### src/rtl/battleship_game_ctrl.sv
// rtl/battleship_game_ctrl.sv - turn sequencer for the battleship game
// Tracks ship counts per side and a per-turn player timer; outputs feed the renderer.
module battleship_game_ctrl #(
  parameter int MAX_SHIPS   = 5,
  parameter int SHIP_W      = 3,
  parameter int TURN_CYCLES = 750000000,
  parameter int TIMER_W     = 30
) (
  input  logic               clk,
  input  logic               rst,
  input  logic               restart,
  input  logic [SHIP_W-1:0]  ship_count_sel,
  input  logic               ships_decided,
  input  logic               place_confirm,
  input  logic               pc_place_done,
  input  logic               player_fire,
  input  logic               player_sunk,
  input  logic               pc_fire,
  input  logic               pc_sunk,
  output logic               decision_state,
  output logic               colocation_state,
  output logic               setup_state,
  output logic               player_turn_state,
  output logic               pc_turn_state,
  output logic               victory_state,
  output logic               defeat_state,
  output logic [SHIP_W-1:0]  target_ships,
  output logic [SHIP_W-1:0]  player_ships,
  output logic [SHIP_W-1:0]  pc_ships,
  output logic [TIMER_W-1:0] time_left,
  output logic               timeout_pulse
);

  localparam logic [2:0] S_DECISION    = 3'd0;
  localparam logic [2:0] S_COLOCATION  = 3'd1;
  localparam logic [2:0] S_SETUP       = 3'd2;
  localparam logic [2:0] S_PLAYER_TURN = 3'd3;
  localparam logic [2:0] S_PC_TURN     = 3'd4;
  localparam logic [2:0] S_VICTORY     = 3'd5;
  localparam logic [2:0] S_DEFEAT      = 3'd6;

  localparam logic [SHIP_W-1:0]  SHIP_ONE  = SHIP_W'(1);
  localparam logic [SHIP_W-1:0]  SHIP_MAX  = SHIP_W'(MAX_SHIPS);
  localparam logic [TIMER_W-1:0] TIME_ONE  = TIMER_W'(1);
  localparam logic [TIMER_W-1:0] TURN_LOAD = TIMER_W'(TURN_CYCLES);

  logic [2:0]        state;
  logic [SHIP_W-1:0] clamped_sel;

  always_comb begin
    clamped_sel = ship_count_sel;
    if (ship_count_sel == '0)
      clamped_sel = SHIP_ONE;
    else if (ship_count_sel > SHIP_MAX)
      clamped_sel = SHIP_MAX;
  end

  always_ff @(posedge clk or posedge rst) begin
    if (rst) begin
      state         <= S_DECISION;
      target_ships  <= '0;
      player_ships  <= '0;
      pc_ships      <= '0;
      time_left     <= '0;
      timeout_pulse <= 1'b0;
    end else if (restart) begin
      state         <= S_DECISION;
      target_ships  <= '0;
      player_ships  <= '0;
      pc_ships      <= '0;
      time_left     <= '0;
      timeout_pulse <= 1'b0;
    end else begin
      timeout_pulse <= 1'b0;
      case (state)
        S_DECISION: begin
          if (ships_decided) begin
            target_ships <= clamped_sel;
            player_ships <= '0;
            pc_ships     <= '0;
            state        <= S_COLOCATION;
          end
        end
        S_COLOCATION: begin
          if (place_confirm) begin
            player_ships <= player_ships + SHIP_ONE;
            if (player_ships + SHIP_ONE == target_ships)
              state <= S_SETUP;
          end
        end
        S_SETUP: begin
          if (pc_place_done) begin
            pc_ships <= pc_ships + SHIP_ONE;
            if (pc_ships + SHIP_ONE == target_ships) begin
              state     <= S_PLAYER_TURN;
              time_left <= TURN_LOAD;
            end
          end
        end
        S_PLAYER_TURN: begin
          // A fire landing on the expiry cycle beats the timeout.
          if (player_fire) begin
            if (player_sunk) begin
              pc_ships <= pc_ships - SHIP_ONE;
              state    <= (pc_ships == SHIP_ONE) ? S_VICTORY : S_PC_TURN;
            end else begin
              state <= S_PC_TURN;
            end
          end else if (time_left == TIME_ONE) begin
            time_left     <= '0;
            timeout_pulse <= 1'b1;
            state         <= S_PC_TURN;
          end else if (time_left != '0) begin
            time_left <= time_left - TIME_ONE;
          end
        end
        S_PC_TURN: begin
          if (pc_fire) begin
            if (pc_sunk && player_ships == SHIP_ONE) begin
              player_ships <= '0;
              state        <= S_DEFEAT;
            end else begin
              if (pc_sunk)
                player_ships <= player_ships - SHIP_ONE;
              state     <= S_PLAYER_TURN;
              time_left <= TURN_LOAD;
            end
          end
        end
        S_VICTORY, S_DEFEAT: ;
        default: state <= S_DECISION;
      endcase
    end
  end

  assign decision_state    = (state == S_DECISION);
  assign colocation_state  = (state == S_COLOCATION);
  assign setup_state       = (state == S_SETUP);
  assign player_turn_state = (state == S_PLAYER_TURN);
  assign pc_turn_state     = (state == S_PC_TURN);
  assign victory_state     = (state == S_VICTORY);
  assign defeat_state      = (state == S_DEFEAT);

endmodule

### config.mk
export PLATFORM = sky130hd
export DESIGN_NAME = battleship_game_ctrl
export DESIGN_NICKNAME = d
export VERILOG_FILES = /design/src/rtl/battleship_game_ctrl.sv
export SDC_FILE = /design/constraint.sdc
export NUM_CORES = 1
export LEC_CHECK = 0
export BUFFER_PORTS_ARGS = -buffer_cell sky130_fd_sc_hd__buf_2
export CORE_MARGIN = 10
export CORE_UTILIZATION = 60
export DETAILED_ROUTE_END_ITERATION = 10
export GPL_TIMING_DRIVEN = 0
export PLACE_DENSITY = 0.86
export REMOVE_ABC_BUFFERS = 1
export SYNTH_ARGS = -nofsm -noshare
export SYNTH_HDL_FRONTEND = slang
export SYNTH_SLANG_ARGS = --single-unit
### constraint.sdc
create_clock -name clk -period 6.7 [get_ports clk]
set_input_delay 1.34 -clock clk [delete_from_list [all_inputs] [get_ports clk]]
set_output_delay 1.34 -clock clk [all_outputs]
set_load 0.05 [all_outputs]
# Yosys cells after proc, flatten, opt, wreduce, memory -nomap -nowiden

Cells that the tools add are included.

Register bits after elaboration: 43
Input bits: 13
Word-level logic and storage cells: 95

Add/subtract/negate cells: 5
Order comparisons: 1
Equal/unequal tests: 25
Mux-type cells: 43
Reductions and logical operators: 15

Operator list:

| cell                  | count |
|---|---|
| $mux 30               | 8 |
| $pmux 30 s3           | 1 |
| $mux 3                | 25 |
| $eq 30x1->1 const B   | 1 |
| $reduce_bool 30->1    | 1 |
| $sub 30x1->30 const B | 1 |
| $ne 3x3->1 const B    | 8 |
| $pmux 3 s3            | 2 |
| $pmux 3 s6            | 1 |
| $reduce_bool 4->1     | 3 |
| $reduce_and 5->1      | 2 |
| $eq 3x1->1 const B    | 3 |
| $eq 3x3->1 const B    | 3 |
| $ne 4x3->1 const B    | 2 |
| $reduce_and 8->1      | 1 |
| $reduce_and 7->1      | 1 |
| $add 3x1->3 const B   | 2 |
| $eq 3x2->1 const B    | 2 |
| $eq 3x3->1            | 2 |
| $logic_not 3->1       | 2 |
| $mux 1                | 6 |
| $ne 3x2->1 const B    | 2 |
| $sub 3x1->3 const B   | 2 |
| $ne 4x2->1 const B    | 1 |
| other kinds (6)       | 7 |

# Longest topological paths before layout

Word-level depth: 6
Gate-level depth with buffers: 10
Mapped depth without buffers: 7

# Least setup slack after synthesis

OpenSTA, ideal clock, no wires.

Path type: register to output
Start: reg state[2]
End: out colocation_state
Data arrival time: 2,106 ps
Setup slack: 3,254 ps
Stages on the path, launching flop included: 4
Cells stage by stage: dfrtp_1 > buf_2 > clkbuf_1 > nor3b_1

Word-level cells in the longest chain between the ends: 1

RTL lines:

| item                   | RTL line | source |
|---|---|---|
| from (decl)            | 47       | `logic [2:0] state;` |
| from (signal assigned) | 105      | `state <= (pc_ships == SHIP_ONE) ? S_VICTORY : S_PC_TURN;` |
| $eq 3x1->1             | 137      | `assign colocation_state = (state == S_COLOCATION);` |
| to (decl)              | 21       | `output logic colocation_state,` |

No other way between the ends.

# Final worst setup path

Start: in restart
End: reg time_left[4]

Word-level cells in the longest chain between the ends: 2

RTL lines:

| item                                                | RTL line | source |
|---|---|---|
| from (decl)                                         | 11       | `input logic restart,` |
| $ne 4x2->1 (no source line) (tied with other cells) | --       |  |
| $reduce_and 7->1 (no source line)                   | --       |  |
| to (signal assigned)                                | 114      | `time_left <= time_left - TIME_ONE;` |
| to (decl)                                           | 30       | `output logic [TIMER_W-1:0] time_left,` |

Parallel ways exist; a longest one is shown, timed or not.
A chain may end at the register's enable or synchronous reset.

==> impl_metrics.env <==
export IMPL_final_antenna_net_count=0
export IMPL_cts_hold_buf=0
export IMPL_ys_seq_elements=43
export IMPL_synth_edf_count=0
export IMPL_post_dp_cell_area_um2=3426
export IMPL_critPathMaxStageDelay_ns=0.91
export IMPL_worst_slack_ns=2.943
export IMPL_cts_htree_levels=2
export IMPL_place_congestion=0.9200
export IMPL_grt_overflow=0
export IMPL_ys_seq_area_frac=0.3430
export IMPL_drv_cap=0
export IMPL_vdd_ir_drop_max_mv=0.2104
export IMPL_dp_hpwl_um=6199
export IMPL_crit_required_ns=6.94
export IMPL_cts_root_buf="clkbuf_8"
export IMPL_cts_buffer_depth=2
export IMPL_ios=60
export IMPL_grt_pass1_vias=3020
export IMPL_start_kind="primary input"
export IMPL_synthesis_area_um2=3137
export IMPL_start_util=0.6181
export IMPL_dieArea_um2=8520
export IMPL_num_rows=26
export IMPL_synthArstFlopShare=1.000
export IMPL_die_h_um=92.31
export IMPL_hold_class="reg -> reg"
export IMPL_fp_coreArea_um2=5075
export IMPL_crit_path_max_fanout=22
export IMPL_total_power_w=0.001501
export IMPL_port_buffers=59
export IMPL_pre_cts_ws_ns=2.560
export IMPL_grt_use_total=0.2005
export IMPL_area_delta_synth_final_pct=12.17
export IMPL_drtPass1Iterations=5
export IMPL_cp_arrival_ns=4.00
export IMPL_clk_pin_slew_ns=0.08
export IMPL_postCtsSetupRepairBufs=0
export IMPL_register_area_um2=1076
export IMPL_period_minus_slack_ns=3.757
export IMPL_yosysUniqueCellTypes=62
export IMPL_final_hold_viol_count=0
export IMPL_clock_latency_ns=0.30
export IMPL_critPathCaptureType="flop"
export IMPL_setup_viol=0
export IMPL_slew_headroom=0.1368
export IMPL_crit_slowest_cell="nand4b_1"
export IMPL_avgRoutedWirePerCell_um=19.42
export IMPL_fillers=420
export IMPL_fmax_mhz=266.2
export IMPL_cts_tree="yes"
export IMPL_path_cells="buf_2 > nor4bb_1 > nand3_1 > nand4b_1 > o211ai_1 > a22o_1"
export IMPL_p_leak_nw=1.509
export IMPL_wirelength_um=8798
export IMPL_numCtsBuffers=5
export IMPL_antenna_cells=0
export IMPL_stdcell_area_um2=3518
export IMPL_die_x_um=92.31
export IMPL_fin_tns_setup_ns=0
export IMPL_synthCells=340
export IMPL_ys_flop_type="dfrtp_1"
export IMPL_ys_warn_count=0
export IMPL_cts_resized=0
export IMPL_nets=404
export IMPL_drtIter0Drc=317
export IMPL_drive_gt1_frac=0.2428
export IMPL_power_density_nw_per_um2=426.5
export IMPL_clock_skew_ns=0.004688
export IMPL_cts_sinks=43
export IMPL_avgSynthCellArea_um2=9.226
export IMPL_finalCritPeriodShare=0.5607
export IMPL_rsz0062_at_grt="no"
export IMPL_grt_max_degree=38
export IMPL_worstSetupPathType="in -> reg"
export IMPL_viasPerCell=6.795
export IMPL_drv_slew=0
export IMPL_run_status="completed"
export IMPL_grt_pass1_wl_um=14500
export IMPL_vias=3078
export IMPL_worst_pin_slew_ns=1.293
export IMPL_drc_errors=0
export IMPL_multi_input_area_um2=1892
export IMPL_antenna_found_initial=0
## stage by stage
step           instances    util  hold WS, ns
2_1_floorplan        315       -       0.6750
3_3_place_gp         444  0.6669       0.5123
3_5_place_dp         446  0.6750       0.5078
4_1_cts              453  0.6923       0.5333
5_1_grt              453  0.6933       0.5622
6_report             453  0.6933       0.5415
## layer usage
| metal | global-route usage | part of all wire | wire [µm] |
|---|---|---|---|
| met4 | 0.06812 | 0.019 | 168 |
| met2 | 0.3394 | 0.48 | 4220 |
| met5 | 0 | 0 | 0 |
| met1 | 0.2473 | 0.41 | 3577 |
| met3 | 0.04278 | 0.094 | 831 |
## kinds of logic after synthesis
group	synth area share
AO/OA/AOI/OAI	0.2633
multiplexers	0.01396
flip-flops	0.3430
XOR/XNOR	0.03191
AND/OR/NAND/NOR	0.2573
buffers and inverters	0.05863
adder cells (fa/ha/maj)	0.03191
## power breakdown
part	internal [W]	switching [W]	leakage, nW	total (W)
combinational	0.000274	0.000617	0.898	0.000892
sequential	0.000323	0.000113	0.564	0.000437
clock	0.0000811	0.0000912	0.0470	0.000172
## cell usage in the layout (no fill, tap or decap), drive strengths merged, types with 4 or more instances in the layout
cell type,count
nand2,15
clkbuf,6
nor4,14
ha,8
o21ai,14
dfrtp,43
nor3b,6
buf,61
o211ai,19
or3b,4
a22o,20
nand4,4
a21oi,14
xnor2,4
nor3,19
inv,13
nor2,20
nand3,9
or4,11
or3,7
o41ai,6
o31ai,18
## synthesized netlist by cell type, types with 3 or more instances
master | number | area (µm²)
nor3b_1 | 6 | 45.04
buf_6 | 3 | 33.78
or4_1 | 11 | 82.58
or3_1 | 6 | 37.54
o211ai_1 | 19 | 142.6
nor2_1 | 19 | 71.32
nand2_1 | 15 | 56.30
a21oi_1 | 14 | 70.07
nand3_1 | 9 | 45.04
and2_1 | 3 | 18.77
or2_2 | 3 | 18.77
nor4_1 | 11 | 68.82
xnor2_1 | 4 | 35.03
a22o_1 | 20 | 175.2
o41ai_1 | 6 | 52.55
ha_1 | 8 | 100.1
inv_1 | 13 | 48.80
o21ai_0 | 12 | 60.06
o31ai_1 | 16 | 120.1
nor3_1 | 17 | 85.08
buf_2 | 9 | 45.04
dfrtp_1 | 43 | 1076
mux2_2 | 3 | 33.78
clkbuf_1 | 11 | 41.29
or3b_2 | 4 | 35.03
nand4_1 | 4 | 25.02
nand4b_1 | 3 | 26.28
## sequential cells by signal, summed over array words and instances, names as in the netlist
register / cells
player_ships: 3
pc_ships: 3
timeout_pulse: 1
target_ships: 3
time_left: 30
state: 3
## path summary, 6_finish.rpt
kind | from | to | slack, ns | cells after the start
worst max-delay path | restart | time_left[4] | 2.94 | 6
worst min-delay path | time_left[21] | time_left[21] | 0.54 | 1
worst max register to register | time_left[0] | time_left[4] | 3.40 | 7
worst min register to register | time_left[21] | time_left[21] | 0.54 | 1
max in group asynchronous | rst | time_left[21] | 5.34 | 3
min in group asynchronous | rst | time_left[6] | 0.92 | 2
## critical path, delay by kind of cell
kind            cells  cell delay (ns)
compound gates      2             0.59
buf+inv             1             0.23
simple gates        3             1.82
## final cells by class
| class | instances | area share |
|---|---|---|
| Multi-Input combinational cell | 259 | 0.5377 |
| Sequential cell | 43 | 0.3058 |
| Timing Repair Buffer | 61 | 0.09282 |
| Tap cell | 70 | 0.02489 |
| Clock buffer | 6 | 0.02347 |
| Inverter | 13 | 0.01387 |
| Clock inverter | 1 | 0.001422 |
(Power assumes the default switching activity.)
